<file path="src/rtl/axi_lite_host_master.sv">
// -----------------------------------------------------------------------------
// axi_lite_host_master
//
// AXI-lite initiator for the accelerator SoC register port (AW/W/AR/R only,
// the slave has no B channel). Register read/write commands are queued in a
// small FIFO. Each command runs as one AXI-lite transaction. Exactly one
// response per command is returned, in command order.
//
// Optional feature macro: AXI_TIMEOUT_EN
//   Defined     : per-handshake watchdog. After TIMEOUT_CYCLES cycles in WR,
//                 RD_ADDR or RD_DATA the transaction is aborted and answered
//                 with rsp_err = 1. The queued commands are kept.
//   Not defined : no watchdog. rsp_err is tied to 0, and a stalled slave
//                 blocks the FSM.
//
// Ports
//   clk, rst                  clock (rising edge), async active-high reset
//   cmd_valid / cmd_ready     command handshake (cmd_ready = FIFO not full)
//   cmd_write                 1 = write, 0 = read
//   cmd_addr, cmd_wdata       register address, write data (ignored on reads)
//   rsp_valid / rsp_ready     response handshake; response held until taken
//   rsp_write                 response belongs to a write
//   rsp_rdata                 read data (0 for writes and aborted reads)
//   rsp_err                   transaction aborted by the watchdog
//   busy                      FIFO non-empty, FSM active or response pending
//   m_axi_aw*/w*/ar*/r*       AXI-lite master channels
// -----------------------------------------------------------------------------
module axi_lite_host_master #(
    parameter int ADDR_W         = 4,
    parameter int DATA_W         = 32,
    parameter int FIFO_DEPTH     = 4,
    parameter int TIMEOUT_CYCLES = 256
) (
    input  logic              clk,
    input  logic              rst,

    input  logic              cmd_valid,
    output logic              cmd_ready,
    input  logic              cmd_write,
    input  logic [ADDR_W-1:0] cmd_addr,
    input  logic [DATA_W-1:0] cmd_wdata,

    output logic              rsp_valid,
    input  logic              rsp_ready,
    output logic              rsp_write,
    output logic [DATA_W-1:0] rsp_rdata,
    output logic              rsp_err,
    output logic              busy,

    output logic [ADDR_W-1:0] m_axi_awaddr,
    output logic              m_axi_awvalid,
    input  logic              m_axi_awready,
    output logic [DATA_W-1:0] m_axi_wdata,
    output logic              m_axi_wvalid,
    input  logic              m_axi_wready,
    output logic [ADDR_W-1:0] m_axi_araddr,
    output logic              m_axi_arvalid,
    input  logic              m_axi_arready,
    input  logic [DATA_W-1:0] m_axi_rdata,
    input  logic              m_axi_rvalid,
    output logic              m_axi_rready
);

    localparam int PTR_W = (FIFO_DEPTH > 1) ? $clog2(FIFO_DEPTH) : 1;
    localparam int ENT_W = 1 + ADDR_W + DATA_W;
    localparam logic [PTR_W:0] PTR_ONE = 1;

    // Elaboration-time parameter sanity check.
    generate
        if (FIFO_DEPTH < 2 || (FIFO_DEPTH & (FIFO_DEPTH - 1)) != 0 ||
            TIMEOUT_CYCLES < 1) begin : g_bad_params
            $error("axi_lite_host_master: FIFO_DEPTH must be a power of two >= 2 and TIMEOUT_CYCLES >= 1");
        end
    endgenerate

    typedef enum logic [2:0] {
        IDLE,
        WR,
        RD_ADDR,
        RD_DATA,
        RESP
    } state_t;

    state_t state;

    // -------------------------------------------------------------------------
    // Command FIFO. The extra pointer bit tells full from empty.
    // -------------------------------------------------------------------------
    logic [ENT_W-1:0]  fifo_mem [FIFO_DEPTH];
    logic [PTR_W:0]    wr_ptr;
    logic [PTR_W:0]    rd_ptr;
    logic              fifo_empty;
    logic              fifo_full;
    logic              push;
    logic              pop;
    logic              run_en;
    logic [ENT_W-1:0]  head;
    logic              head_write;
    logic [ADDR_W-1:0] head_addr;
    logic [DATA_W-1:0] head_data;

    assign fifo_empty = (wr_ptr == rd_ptr);
    assign fifo_full  = (wr_ptr[PTR_W] != rd_ptr[PTR_W]) &&
                        (wr_ptr[PTR_W-1:0] == rd_ptr[PTR_W-1:0]);

    // run_en keeps cmd_ready low while reset is asserted and for the first
    // clock afterwards, so no ready output is high during reset.
    assign cmd_ready  = run_en && !fifo_full;
    assign push       = cmd_valid && cmd_ready;
    assign pop        = (state == IDLE) && !fifo_empty && !rsp_valid;

    assign head       = fifo_mem[rd_ptr[PTR_W-1:0]];
    assign head_write = head[ENT_W-1];
    assign head_addr  = head[ENT_W-2 -: ADDR_W];
    assign head_data  = head[DATA_W-1:0];

    always_ff @(posedge clk or posedge rst) begin
        if (rst) begin
            wr_ptr <= '0;
            rd_ptr <= '0;
            run_en <= 1'b0;
        end else begin
            run_en <= 1'b1;
            if (push) begin
                wr_ptr <= wr_ptr + PTR_ONE;
            end
            if (pop) begin
                rd_ptr <= rd_ptr + PTR_ONE;
            end
        end
    end

    // Storage only; the pointers define which entries are live.
    always_ff @(posedge clk) begin
        if (push) begin
            fifo_mem[wr_ptr[PTR_W-1:0]] <= {cmd_write, cmd_addr, cmd_wdata};
        end
    end

    // -------------------------------------------------------------------------
    // Transaction FSM
    // -------------------------------------------------------------------------
    logic wr_done;
    logic ar_hs;
    logic r_hs;

    // A write is finished once each channel has either already completed
    // (valid dropped) or is completing this cycle.
    assign wr_done = (!m_axi_awvalid || m_axi_awready) &&
                     (!m_axi_wvalid  || m_axi_wready);
    assign ar_hs   = m_axi_arvalid && m_axi_arready;
    assign r_hs    = m_axi_rvalid  && m_axi_rready;

`ifdef AXI_TIMEOUT_EN
    localparam int TMO_CW = $clog2(TIMEOUT_CYCLES + 1);
    localparam int TMO_W  = (TMO_CW > 8) ? TMO_CW : 8;
    localparam logic [TMO_W-1:0] TMO_ONE  = 1;
    localparam logic [TMO_W-1:0] TMO_LAST = TMO_W'(TIMEOUT_CYCLES - 1);

    logic [TMO_W-1:0] tmo_cnt;
    logic             step_done;
    logic             tmo_active;
    logic             tmo_hit;

    always_comb begin
        step_done  = 1'b0;
        tmo_active = 1'b0;
        case (state)
            WR: begin
                tmo_active = 1'b1;
                step_done  = wr_done;
            end
            RD_ADDR: begin
                tmo_active = 1'b1;
                step_done  = ar_hs;
            end
            RD_DATA: begin
                tmo_active = 1'b1;
                step_done  = r_hs;
            end
            default: begin
                tmo_active = 1'b0;
                step_done  = 1'b0;
            end
        endcase
    end

    // Fires on the edge that would start the TIMEOUT_CYCLES+1'th cycle in
    // the same state; a handshake landing on that edge still wins.
    assign tmo_hit = tmo_active && !step_done && (tmo_cnt == TMO_LAST);
`else
    assign rsp_err = 1'b0;
`endif

    always_ff @(posedge clk or posedge rst) begin
        if (rst) begin
            state         <= IDLE;
            m_axi_awaddr  <= '0;
            m_axi_awvalid <= 1'b0;
            m_axi_wdata   <= '0;
            m_axi_wvalid  <= 1'b0;
            m_axi_araddr  <= '0;
            m_axi_arvalid <= 1'b0;
            m_axi_rready  <= 1'b0;
            rsp_valid     <= 1'b0;
            rsp_write     <= 1'b0;
            rsp_rdata     <= '0;
`ifdef AXI_TIMEOUT_EN
            rsp_err       <= 1'b0;
            tmo_cnt       <= '0;
`endif
        end else begin
`ifdef AXI_TIMEOUT_EN
            // Counts cycles spent in the current handshake state; any state
            // change (including entry from IDLE) restarts from zero.
            if (tmo_active && !step_done) begin
                tmo_cnt <= tmo_cnt + TMO_ONE;
            end else begin
                tmo_cnt <= '0;
            end
`endif
            case (state)
                IDLE: begin
                    if (pop) begin
                        if (head_write) begin
                            m_axi_awaddr  <= head_addr;
                            m_axi_wdata   <= head_data;
                            m_axi_awvalid <= 1'b1;
                            m_axi_wvalid  <= 1'b1;
                            state         <= WR;
                        end else begin
                            m_axi_araddr  <= head_addr;
                            m_axi_arvalid <= 1'b1;
                            state         <= RD_ADDR;
                        end
                    end
                end

                WR: begin
                    if (m_axi_awvalid && m_axi_awready) begin
                        m_axi_awvalid <= 1'b0;
                    end
                    if (m_axi_wvalid && m_axi_wready) begin
                        m_axi_wvalid <= 1'b0;
                    end
                    if (wr_done) begin
                        rsp_valid <= 1'b1;
                        rsp_write <= 1'b1;
                        rsp_rdata <= '0;
                        state     <= RESP;
                    end
                end

                RD_ADDR: begin
                    if (ar_hs) begin
                        m_axi_arvalid <= 1'b0;
                        m_axi_rready  <= 1'b1;
                        state         <= RD_DATA;
                    end
                end

                RD_DATA: begin
                    if (r_hs) begin
                        m_axi_rready <= 1'b0;
                        rsp_valid    <= 1'b1;
                        rsp_write    <= 1'b0;
                        rsp_rdata    <= m_axi_rdata;
                        state        <= RESP;
                    end
                end

                RESP: begin
                    if (rsp_ready) begin
                        rsp_valid <= 1'b0;
                        rsp_write <= 1'b0;
                        rsp_rdata <= '0;
`ifdef AXI_TIMEOUT_EN
                        rsp_err   <= 1'b0;
`endif
                        state     <= IDLE;
                    end
                end

                default: begin
                    state <= IDLE;
                end
            endcase
`ifdef AXI_TIMEOUT_EN
            // Abort overrides whatever the state branch above scheduled.
            if (tmo_hit) begin
                m_axi_awvalid <= 1'b0;
                m_axi_wvalid  <= 1'b0;
                m_axi_arvalid <= 1'b0;
                m_axi_rready  <= 1'b0;
                rsp_valid     <= 1'b1;
                rsp_write     <= (state == WR);
                rsp_rdata     <= '0;
                rsp_err       <= 1'b1;
                state         <= RESP;
            end
`endif
        end
    end

    assign busy = !fifo_empty || (state != IDLE) || rsp_valid;

endmodule
</file>
<file path="config.mk">
export PLATFORM = sky130hd
export DESIGN_NAME = axi_lite_host_master
export DESIGN_NICKNAME = d
export VERILOG_FILES = /design/src/rtl/axi_lite_host_master.sv
export SDC_FILE = /design/constraint.sdc
export NUM_CORES = 1
export LEC_CHECK = 0
export CAP_MARGIN = 20
export CORE_MARGIN = 10
export CORE_UTILIZATION = 47
export DETAILED_ROUTE_END_ITERATION = 10
export HOLD_SLACK_MARGIN = 0.08
export PLACE_DENSITY = 0.71
export SLEW_MARGIN = 20
export SYNTH_ARGS = -nofsm -noshare
export SYNTH_HDL_FRONTEND = slang
export SYNTH_SLANG_ARGS = --single-unit
</file>
<file path="constraint.sdc">
create_clock -name clk -period 3.2 [get_ports clk]
set_clock_uncertainty 0.1 [all_clocks]
set_input_delay 0.96 -clock clk [delete_from_list [all_inputs] [get_ports clk]]
set_output_delay 0.96 -clock clk [all_outputs]
set_load 0.05 [all_outputs]
</file>
==> flow_summary.toml <==
[critical_path]
endpoint_kind = "primary output"
cp-start-kind = "flop"
worst_r2r_path_depth = 5
critPathMaxFanout = 9
arrival_ns = 1.99
worstSetupPathType = "reg -> out"
cp_data_required_time_ns = 2.14

[clocking]
cts_buffer_depth = 3
cts_buffers = 24
cts_resized = 0
clk_latency_ns = 0.51
cts_max_level = 1
cts_setup_buffers = 0
cts.sinks = 236
clk_pin_slew_worst_paths_ns = 0.06
cts_tree = "done"
holdBufCountCts = 0
root_buffer = "clkbuf_16"

[timing]
period_share_pct = 95.3
hold_violations = 0
setup_violations = 0
tns_ns = 0
fmax_mhz = 328
maxSlewHeadroom_pct = 54.7
tightest_slew_ns = 0.678
finalWorstSetupSlack_ns = 0.149
grt_setup_unrepaired = "false"
min_period_ns = 3.05
drv_slew = 0

[placement]
place_ws_ns = 0.270
place_congestion = 0.853
io_buffer_count = 156
place.detailed.hpwl_um = 13500

[worst_hold_path]
min_path_cells = 1
hp-class = "reg -> reg"

[final_layout]
drive_above_1_share_pct = 21.3
fin_nets = 767
layout_common_cells = "clkdlybuf4s50_1, edfxtp_1, dfrtp_1"
layout_commonest_cell = "clkdlybuf4s50_1"
antennaDiodeCount = 0
area_delta_synth_final_pct = 31.0
fin_util_pct = 63.2

[logic_synthesis]
synth_area_um2 = 9080
syn-num-nets = 598
netlist_instances = 516
synth_cell_type_count = 38
ys_ff_latch = 236
yosysSeqAreaShare_pct = 73.2
synth_top_area_share_pct = 48.9
syn_area_per_cell_um2 = 17.6
synth_area_leaders = "edfxtp_1, dfrtp_1, mux4_2"
yosysWarnings = 0
synth_top_area_cell = "edfxtp_1"

[global_route]
grt_pass1_wl_um = 31900
grt_pass1_vias = 5535
grt.total_usage_pct = 15.6
antenna_found_initial = 0
grt_max_degree = 40
overflow = 0

[power]
p_leak_uw = 0.00435
p_per_area_nw_per_um2 = 1050
ir_worst_vdd_v = 0.000781

[route]
wl_per_cell_um = 20.7
viasPerCell = 5.37
drc = 0
first_pass_iters = 5
drtAntennaViolNets = 0
dr.first_iter.drc_count = 299
dr_total_vias = 5168
drt-total-wl_um = 19900

[floorplanning]
start_util_pct = 48.2
core-area_um2 = 18800
die_h_um = 159
die_area_um2 = 25300
die_x_um = 159
num_rows = 50
ios = 158

[job]
max_cap_violations = 0

[status]
outcome = "finished clean"
## stage by stage
step           total power, uW  instance area (um^2)  hold slack (ns)  std cells
6_report                 12600                 11900            0.402        963
5_1_grt                  13200                 11900            0.409        963
4_1_cts                  12700                 11900            0.405        963
3_5_place_dp              9790                 11100            0.392        919
3_3_place_gp              9680                 11100            0.388        919
2_1_floorplan             8000                  9090            0.398        516
## routing by layer
metal | vias up | part of all wire [%] | track usage (%) | routed length [um]
met3 | 27 | 8.1 | 4.52 | 1610
li1 | 2313 | - | - | -
met4 | 0 | 1.3 | 3.50 | 262
met2 | 219 | 46 | 24.0 | 9210
met5 | - | 0 | 0 | 0
met1 | 2609 | 44 | 21.6 | 8850
## power breakdown
part	switching, uW	internal (uW)
Combinational	3250	2000
Sequential	389	4040
Clock	1100	1770
Total	4730	7820
## synth_stat cells
cell type / n
a21boi_0: 1
a21o_1: 2
a21oi_1: 1
a221oi_1: 1
a22o_1: 1
a31oi_1: 1
a31oi_4: 1
and2_1: 7
and2b_1: 1
buf_2: 6
buf_4: 1
buf_6: 3
clkbuf_1: 23
conb_1: 2
dfrtp_1: 88
edfxtp_1: 148
ha_1: 5
inv_1: 5
mux2_2: 34
mux2_4: 7
mux4_2: 37
nand2_1: 49
nand2_2: 1
nand3_1: 4
nand3b_1: 1
nand4_1: 33
nor2_1: 1
nor2b_1: 4
nor3_1: 1
nor3b_1: 1
o21ai_0: 33
o21bai_1: 1
o311ai_0: 1
o31a_1: 1
o31ai_1: 1
or4_4: 1
xnor2_1: 5
xor2_1: 3
## path summary, 6_finish.rpt
path / from / end / slack [ns]
max: state[2] / busy / 0.15
min: m_axi_awaddr[1] / m_axi_awaddr[1] / 0.40
max reg2reg: rd_ptr[0] / m_axi_wdata[20] / 0.61
min reg2reg: m_axi_awaddr[1] / m_axi_awaddr[1] / 0.40
max in group asynchronous: rst / rsp_rdata[17] / 1.49
min in group asynchronous: rst / m_axi_wdata[4] / 0.79
## critical path, stage by stage, from the launching register on
cell,delay [ns]
dfrtp_1,0.48
or4_4,0.60
nand3b_1,0.18
buf_4,0.22
## cell type report
cell class                      count  area [um^2]
Tap cell                          260          325
Timing Repair Buffer              176         1790
Fill cell                        1312         6930
Multi-Input combinational cell    242         2270
Clock inverter                      8         93.8
Sequential cell                   236         6650
Clock buffer                       36          748
Inverter                            5         22.5
## flip-flops by register name, indices dropped and copies added (netlist names)
register and count:
m_axi_awaddr 4, m_axi_araddr 4, rsp_write 1, m_axi_rready 1
fifo_mem 148, state 3, wr_ptr 3, run_en 1
m_axi_wdata 32, rd_ptr 3, rsp_rdata 32, m_axi_awvalid 1
m_axi_wvalid 1, rsp_valid 1, m_axi_arvalid 1
## kinds of logic (layout without fill, tap and decap cells)
family | Yosys count | after routing | synth area share [%]
AND/OR/NAND/NOR | 104 | 104 | 5.81
XOR/XNOR | 8 | 8 | 0.771
flip-flops | 236 | 236 | 73.2
buffers and inverters | 38 | 225 | 1.94
multiplexers | 78 | 78 | 14.5
other | 2 | 2 | 0.0827
adder cells (fa/ha/maj) | 5 | 5 | 0.689
AO/OA/AOI/OAI | 45 | 45 | 2.98
(Power assumes the default switching activity.)
